<file path="config.mk">
export PLATFORM = sky130hd
export DESIGN_NAME = pat_frame_parser
export DESIGN_NICKNAME = d
export VERILOG_FILES = /design/src/rtl/pat_frame_parser.sv
export SDC_FILE = /design/constraint.sdc
export NUM_CORES = 1
export LEC_CHECK = 0
export CAP_MARGIN = 10
export CORE_AREA = 2 2 102 104
export CTS_CLUSTER_DIAMETER = 100
export DETAILED_ROUTE_END_ITERATION = 8
export DIE_AREA = 0 0 104 106
export PLACE_DENSITY = 0.73
export SYNTH_ARGS = -nofsm -noshare
export SYNTH_HDL_FRONTEND = slang
export SYNTH_SLANG_ARGS = --single-unit
</file>
<file path="constraint.sdc">
create_clock -name clk -period 1.72 [get_ports clk]
set_input_delay 0.258 -clock clk [delete_from_list [all_inputs] [get_ports clk]]
set_output_delay 0.258 -clock clk [all_outputs]
set_load 0.005 [all_outputs]
</file>
<file path="src/rtl/pat_frame_parser.sv">
// Parses 6-byte position frames (HEADER XH XL YH YL CK) from the MCU UART into
// a clamped {x,y} location, with inter-byte gap timeout and link staleness tracking.
module pat_frame_parser #(
  parameter logic [7:0] HEADER    = 8'hA5,
  parameter int         X_MAX     = 1279,
  parameter int         Y_MAX     = 1023,
  parameter int         GAP_CYC   = 100000,
  parameter int         STALE_CYC = 5000000
) (
  input  logic        clk,
  input  logic        rst,
  input  logic [7:0]  rx_data,
  input  logic        rx_valid,
  output logic [21:0] pat_location,
  output logic        pat_valid,
  output logic        frame_err,
  output logic        link_ok
);
  localparam int GW = $clog2(GAP_CYC + 1);
  localparam int SW = $clog2(STALE_CYC + 1);

  typedef enum logic [2:0] {S_IDLE, S_XH, S_XL, S_YH, S_YL, S_CK} state_t;

  state_t         state, state_nxt;
  logic [7:0]     csum;
  logic [2:0]     xh, yh;
  logic [7:0]     xl, yl;
  logic [GW-1:0]  gap_cnt;
  logic [SW-1:0]  stale_cnt;
  logic           link_up;
  logic           good, abort, timeout;
  logic [10:0]    x_full, y_full, x_clamp, y_clamp;

  assign x_full  = {xh, xl};
  assign y_full  = {yh, yl};
  assign x_clamp = (x_full > 11'(X_MAX)) ? 11'(X_MAX) : x_full;
  assign y_clamp = (y_full > 11'(Y_MAX)) ? 11'(Y_MAX) : y_full;

  // An accepted byte always beats a simultaneous gap timeout.
  always_comb begin
    state_nxt = state;
    good      = 1'b0;
    abort     = 1'b0;
    timeout   = 1'b0;
    if (rx_valid) begin
      case (state)
        S_IDLE: if (rx_data == HEADER) state_nxt = S_XH;
        S_XH:   if (|rx_data[7:3]) abort = 1'b1; else state_nxt = S_XL;
        S_XL:   state_nxt = S_YH;
        S_YH:   if (|rx_data[7:3]) abort = 1'b1; else state_nxt = S_YL;
        S_YL:   state_nxt = S_CK;
        S_CK: begin
          if (rx_data == csum) good = 1'b1; else abort = 1'b1;
          state_nxt = S_IDLE;
        end
        default: state_nxt = S_IDLE;
      endcase
    end else if (state != S_IDLE && gap_cnt == GW'(GAP_CYC - 1)) begin
      timeout = 1'b1;
    end
    if (abort || timeout) state_nxt = S_IDLE;
  end

  always_ff @(posedge clk) begin
    if (rst) begin
      state <= S_IDLE;
    end else begin
      state <= state_nxt;
    end
  end

  always_ff @(posedge clk) begin
    if (rst) begin
      csum         <= 8'd0;
      xh           <= 3'd0;
      xl           <= 8'd0;
      yh           <= 3'd0;
      yl           <= 8'd0;
      gap_cnt      <= '0;
      stale_cnt    <= '0;
      link_up      <= 1'b0;
      pat_location <= 22'd0;
      pat_valid    <= 1'b0;
      frame_err    <= 1'b0;
    end else begin
      pat_valid <= good;
      frame_err <= abort | timeout;
      if (good) pat_location <= {x_clamp, y_clamp};

      if (rx_valid) begin
        case (state)
          S_IDLE:  csum <= 8'd0;
          S_XH:    begin xh <= rx_data[2:0]; csum <= csum + rx_data; end
          S_XL:    begin xl <= rx_data;      csum <= csum + rx_data; end
          S_YH:    begin yh <= rx_data[2:0]; csum <= csum + rx_data; end
          S_YL:    begin yl <= rx_data;      csum <= csum + rx_data; end
          default: ;
        endcase
      end

      if (rx_valid || state == S_IDLE || timeout) gap_cnt <= '0;
      else                                        gap_cnt <= gap_cnt + 1'b1;

      // Counter is zero in the pat_valid cycle, so link_ok falls STALE_CYC cycles later.
      if (good)                              stale_cnt <= '0;
      else if (stale_cnt != SW'(STALE_CYC))  stale_cnt <= stale_cnt + 1'b1;

      if (good)                                  link_up <= 1'b1;
      else if (stale_cnt == SW'(STALE_CYC))      link_up <= 1'b0;
    end
  end

  assign link_ok = link_up && (stale_cnt != SW'(STALE_CYC));

endmodule

</file>
* Word-level counts from Yosys, hierarchy flattened *
Index checks and enable logic that the tools add are counted.

operators by class
  bitwise gates (word level) = 1
  add/sub/neg operators = 3
  order comparisons = 2
  muxes and demuxes = 18
  div/mod/pow operators = 0
  equality and inequality tests = 13
  shifts and indexed selects = 0
  $mul = 0
  reductions and logical operators = 21

operators with widths
  cell                                                                                count
  23-bit by 1-bit adder with 23-bit output (second input constant)                    1
  23-bit equality test (second input constant)                                        1
  23-bit != test (second input constant)                                              1
  11-bit two-way mux                                                                  2
  17-bit by 1-bit adder with 17-bit output (second input constant)                    1
  17-bit equality test (second input constant)                                        1
  8-bit case mux with 2 select lines                                                  1
  3-bit case mux with 5 select lines                                                  1
  11-bit by 10-bit greater-than comparator with 1-bit output (second input constant)  1
  11-bit greater-than comparator (second input constant)                              1
  1-bit two-way mux                                                                   10
  2-bit AND reduction                                                                 5
  3-bit two-way mux                                                                   3
  8-bit adder                                                                         1
  8-bit equality test                                                                 1
  8-bit equality test (second input constant)                                         1
  2-bit OR reduction                                                                  4
  3-bit by 2-bit equality test with 1-bit output (second input constant)              2
  3-bit equality test (second input constant)                                         2
  2-bit != test (second input constant)                                               3
  5-bit OR reduction                                                                  1
  4-bit AND reduction                                                                 1
  2-bit nonzero test                                                                  2
  4-bit OR reduction                                                                  1
  other kinds (7)                                                                     10

storage, ports and cells
  bits in latches = 0
  bits in read-only memories = 0
  bits of input ports = 11
  word-level logic and storage cells = 70
  memory bits (writable) = 0
  memories kept = 0
  output and inout port bits = 25
  bits in registers = 98

* Longest topological paths before layout *
  depth after elaboration = 6
  depth in mapped cells = 8
  mapped depth without buffers = 7

* Least setup slack after synthesis *
OpenSTA, ideal clock, no wires.

  path kind = reg-to-reg
  start point = reg csum[0]
  end point = reg csum[6]
  period minus slack after synthesis = 1.901 ns
  data required time = 1.619 ns
  buffers on the path = 0
  cell stages (with the launch flop) = 8
  library setup time = 0.101 ns
  arrival time = 1.800 ns
  setup slack = -0.181 ns
  cell sequence = dfxtp_1 ha_1 fa_1 a211oi_1 o21bai_1 a21oi_1 xor2_1 o41ai_1

on the way
  cells in the longest elaborated chain, start to end = 2

RTL lines
  item                                RTL line  source
  start, declared                     25        logic [7:0] csum;
  start signal, assigned              93        S_XH: begin xh <= rx_data[2:0]; csum <= csum + rx_data; end
  start signal, assigned              94        S_XL: begin xl <= rx_data; csum <= csum + rx_data; end
  start signal, assigned              95        S_YH: begin yh <= rx_data[2:0]; csum <= csum + rx_data; end
  8-bit adder                         n/a
  8-bit case mux with 2 select lines  91        case (state)

No other way between the ends.
A chain may end at the register's enable or synchronous reset.

* Worst setup path in the final report *
  start point = in rx_data[6]
  end point = reg stale_cnt[20]

on the way
  cells in the longest elaborated chain, start to end = 5

RTL lines
  item                          RTL line  source
  start, declared               12        input logic [7:0] rx_data,
  8-bit equality test           53        if (rx_data == csum) good = 1'b1; else abort = 1'b1;
  1-bit two-way mux             53
  1-bit two-way mux             46        case (state)
  1-bit two-way mux             45        if (rx_valid) begin
  2-bit OR reduction (no line)  n/a
  end signal, assigned          106       else if (stale_cnt != SW'(STALE_CYC)) stale_cnt <= stale_cnt + 1'b1;
  end, declared                 29        logic [SW-1:0] stale_cnt;

No other way between the ends.

==> flow_summary.yaml <==
outcome:
  run_status: "complete, but fails checks"
  failed_checks: "setup timing"
synth:
  synthCells: 505
  synth-edff-count: 0
  ys_async_sr_fraction_pct: 0
  postSynthRegisterBits: 98
  synth_fp_nets: 527
  synth.yosys.warnings: 0
  synth.cell_area_um2: 4370
  ys_dominant_reg_cell: "sky130_fd_sc_hd__dfxtp_1"
  seq_area_frac_synth_pct: 44.9
  yosys.cell_types.count: 51
  post_synth.cell_area_avg_um2: 8.66
flow_run:
  cap_viol_max_count: 0
sta:
  fin_skew_ns: 0.0139
  final.min_clock_period_ns: 1.91
  worst_pin_slew_ns: 0.808
  report.final.setup_viol: 53
  slew_headroom_pct: 46.1
  clock.fmax_mhz: 523
  rsz0062_at_grt: "yes"
  finalHoldViolations: 0
  post-route-worst-setup-slack_ns: -0.193
  slew_violations: 0
  period_share_pct: 111
place:
  place_congestion: 0.896
  numPortBuffers: 35
  dp.cells: 729
  dp_wirelength_mm: 7.56
  placed_cell_area_um2: 5450
critical_path:
  critical-path-max-stage-delay_ns: 0.55
  worstSetupPathDepth: 9
  critPathSlowestCell: "sky130_fd_sc_hd__clkdlybuf4s50_1"
  worstPathBufferInverterCount: 4
  category_of_the_critical_setup_timing_path: "in2reg"
  critical_path_arrival_ns: 2.18
  worst-endpoint-required_ns: 1.99
  regToRegSetupSlack_ns: -0.18
  crit_family: "buffers and inverters"
  crit_path_cell_trace: "clkdlybuf4s50_1 -> ha_4 -> nor4_4 -> nand4_1 -> buf_6 -> buf_12 -> nand2b_4 -> clkbuf_16 -> nor2_2"
  startpoint: "rx_data[6]"
  crit_path_end_kind: "register"
  setup.worst_path.start_class: "input port"
  logic_depth_of_the_worst_register_to_register_path: 6
  critical_path_peak_fanout: 5
  worstReg2RegStart: "csum[1]"
floorplan:
  die-area_um2: 11000
  initial_utilization_pct: 43.7
  die_width_um: 104
  floorplan.rows: 37
  core_area_um2: 10000
  fp.dieH_um: 106
  num_io_pins: 36
worst_hold_path:
  critical_hold_path_startpoint: "rst"
  hp-class: "in2reg"
  worst_hold_path.num_cells: 2
pwr:
  clock_power_share_pct: 35.8
  netSwitchingFraction_pct: 26.5
  leakage_power_nw: 2.38
  combinationalPowerShare_pct: 7.6
  vdd.ir_drop.worst_mv: 0.461
  p_sw_mw: 1.06
  power.sequential.fraction_pct: 56.6
  cellPowerDensity_nw_per_um2: 621
  power.internal_mw: 2.96
finish:
  drive_above_1_share_pct: 36.1
  layout.filler_cells: 768
  syn_to_final_growth_pct: 48.2
  design.final.nets: 638
  fin_cells: 757
  mostFrequentLayoutCells: "sky130_fd_sc_hd__dfxtp_1 (90), sky130_fd_sc_hd__buf_4 (73), sky130_fd_sc_hd__nor2_1 (49)"
  antennaDiodeCount: 0
  final_design_area_no_fill_um2: 6480
  mostFrequentLayoutCell: "sky130_fd_sc_hd__dfxtp_1"
clock_tree:
  cts-buffers-inserted: 9
  tritoncts: "done"
  clkLatencyLatePin_ns: 0.37
  worst_setup_hold_path_clk_slew_ns: 0.11
  clk_path_buf_depth: 2
  cts.sink_count: 98
  ctsHoldBuffers: 0
  htree_levels: 3
  cts.root.buffer_cell: "sky130_fd_sc_hd__clkbuf_8"
grt:
  grt_overflow_total: 0
  global_route_wire_length_before_repair_mm: 18.7
  number_of_antenna_violations_at_the_first_check_in_global_routing: 0
  grt_max_degree: 45
  global_route.usage.total_pct: 20.6
  via_count_of_the_first_global_routing_pass: 3952
drt:
  dr_total_vias: 4167
  detail-route-antenna-nets: 0
  routed_wirelength_mm: 12.6
  drt_pre_antenna_iters: 4
  post-route-drc-count: 0
  drt_first_iter_violations: 214
  wl_per_cell_um: 16.7
  post_drt_via_cell_ratio: 5.50
[area by class of cell]
| class | instances | area [um^2] | area share, % |
|---|---|---|---|
| sequential | 98 | 1970 | 30.5 |
| timing repair buffer | 123 | 1140 | 17.7 |
| clock inverter | 7 | 58.8 | 0.908 |
| multi-input combinational | 380 | 2990 | 46.2 |
| tap | 136 | 170 | 2.63 |
| inverter | 4 | 15.0 | 0.232 |
| clock buffer | 9 | 124 | 1.91 |
[final timing paths]
path	to
setup / recovery	stale_cnt[20]
hold / removal	csum[4]
setup reg to reg	csum[7]
hold reg to reg	gap_cnt[0]
[timing repair]
action / in CTS / in global routing
pin swaps: 25 / 48
endpoints found under the setup margin: 70 / 70
resized for setup: 49 / 118
gates cloned: 4 / 2
setup buffers: 5 / 2
[registers in the layout, indices dropped and copies added, names as in the netlist]
name,flops
xh,3
csum,8
xl,8
stale_cnt,23
yh,3
pat_valid,1
gap_cnt,17
state,3
yl,8
pat_location,22
link_up,1
frame_err,1
[cells in the mapped netlist (3+ instances only)]
cell                        n  share of area (%)
sky130_fd_sc_hd__and3_1    10                1.4
sky130_fd_sc_hd__xnor2_1   18                3.6
sky130_fd_sc_hd__o21a_1     3               0.52
sky130_fd_sc_hd__a21oi_1   25                2.9
sky130_fd_sc_hd__ha_1      10                2.9
sky130_fd_sc_hd__xor2_1    22                4.4
sky130_fd_sc_hd__nand3b_1   5               0.86
sky130_fd_sc_hd__nor3_1    47                5.4
sky130_fd_sc_hd__buf_4      4               0.69
sky130_fd_sc_hd__inv_1      4               0.34
sky130_fd_sc_hd__o21ai_0    5               0.57
sky130_fd_sc_hd__nor4b_1    4               0.80
sky130_fd_sc_hd__nand3_1   21                2.4
sky130_fd_sc_hd__a21o_1     4               0.69
sky130_fd_sc_hd__and4_1     6                1.2
sky130_fd_sc_hd__buf_2      7               0.80
sky130_fd_sc_hd__nand2_1   42                3.6
sky130_fd_sc_hd__dfxtp_1   98                 45
sky130_fd_sc_hd__and2_1     4               0.57
sky130_fd_sc_hd__nor2_1    87                7.5
sky130_fd_sc_hd__mux2i_1   15                3.4
sky130_fd_sc_hd__clkbuf_1  10               0.86
sky130_fd_sc_hd__nor2b_1    6               0.86
sky130_fd_sc_hd__nand4_1   11                1.6
[layer usage]
| metal | up-vias | wire, um | GRT usage (%) |
|---|---|---|---|
| li1 | 1983 | - | - |
| met1 | 2030 | 5230 | 24.4 |
| met2 | 129 | 6600 | 37.9 |
| met3 | 25 | 545 | 4.35 |
| met4 | 0 | 228 | 5.12 |
| met5 | - | 0 | 0 |
[stage by stage]
stage / hold slack [ns] / util [%] / power, mW / TNS [ns] / setup WS, ns
finish: 0.285 / 64.8 / 4.02 / -6.66 / -0.193
global route: 0.278 / 64.8 / 4.15 / -9.77 / -0.283
CTS: 0.253 / 59.0 / 3.98 / -3.34 / -0.207
global placement: 0.430 / 54.5 / 2.55 / -30.09 / -0.564
detailed placement: 0.437 / 54.5 / 2.56 / -34.10 / -0.653
floorplan: 0.394 / - / 2.43 / -0.0223 / -0.0223
[worst register-to-register path, cell delays in order, from the launching register on]
cell and delay (ns):
sky130_fd_sc_hd__dfxtp_4 0.38, sky130_fd_sc_hd__ha_4 0.28, sky130_fd_sc_hd__a21o_1 0.13, sky130_fd_sc_hd__nand4_1 0.16, sky130_fd_sc_hd__and3_4 0.23, sky130_fd_sc_hd__or4_4 0.41, sky130_fd_sc_hd__a221oi_2 0.24
[power groups by stage]
stage                     Sequential (mW)  Combinational [mW]  Clock (mW)
after floorplan                      2.33              0.0984           0
after CTS                            2.28               0.251        1.46
final                                2.28               0.305        1.44
after global routing                 2.28               0.320        1.55
after global placement               2.33               0.220           0
after detailed placement             2.33               0.226           0
[cell families after synthesis]
logic type	synth area share [%]
mux	3.43
xor+xnor	8.01
buf+inv	2.86
flops	44.9
fa+ha+maj	3.32
compound gates	7.53
simple gates	30.0
Note: power is estimated with default switching activity, not from simulation.
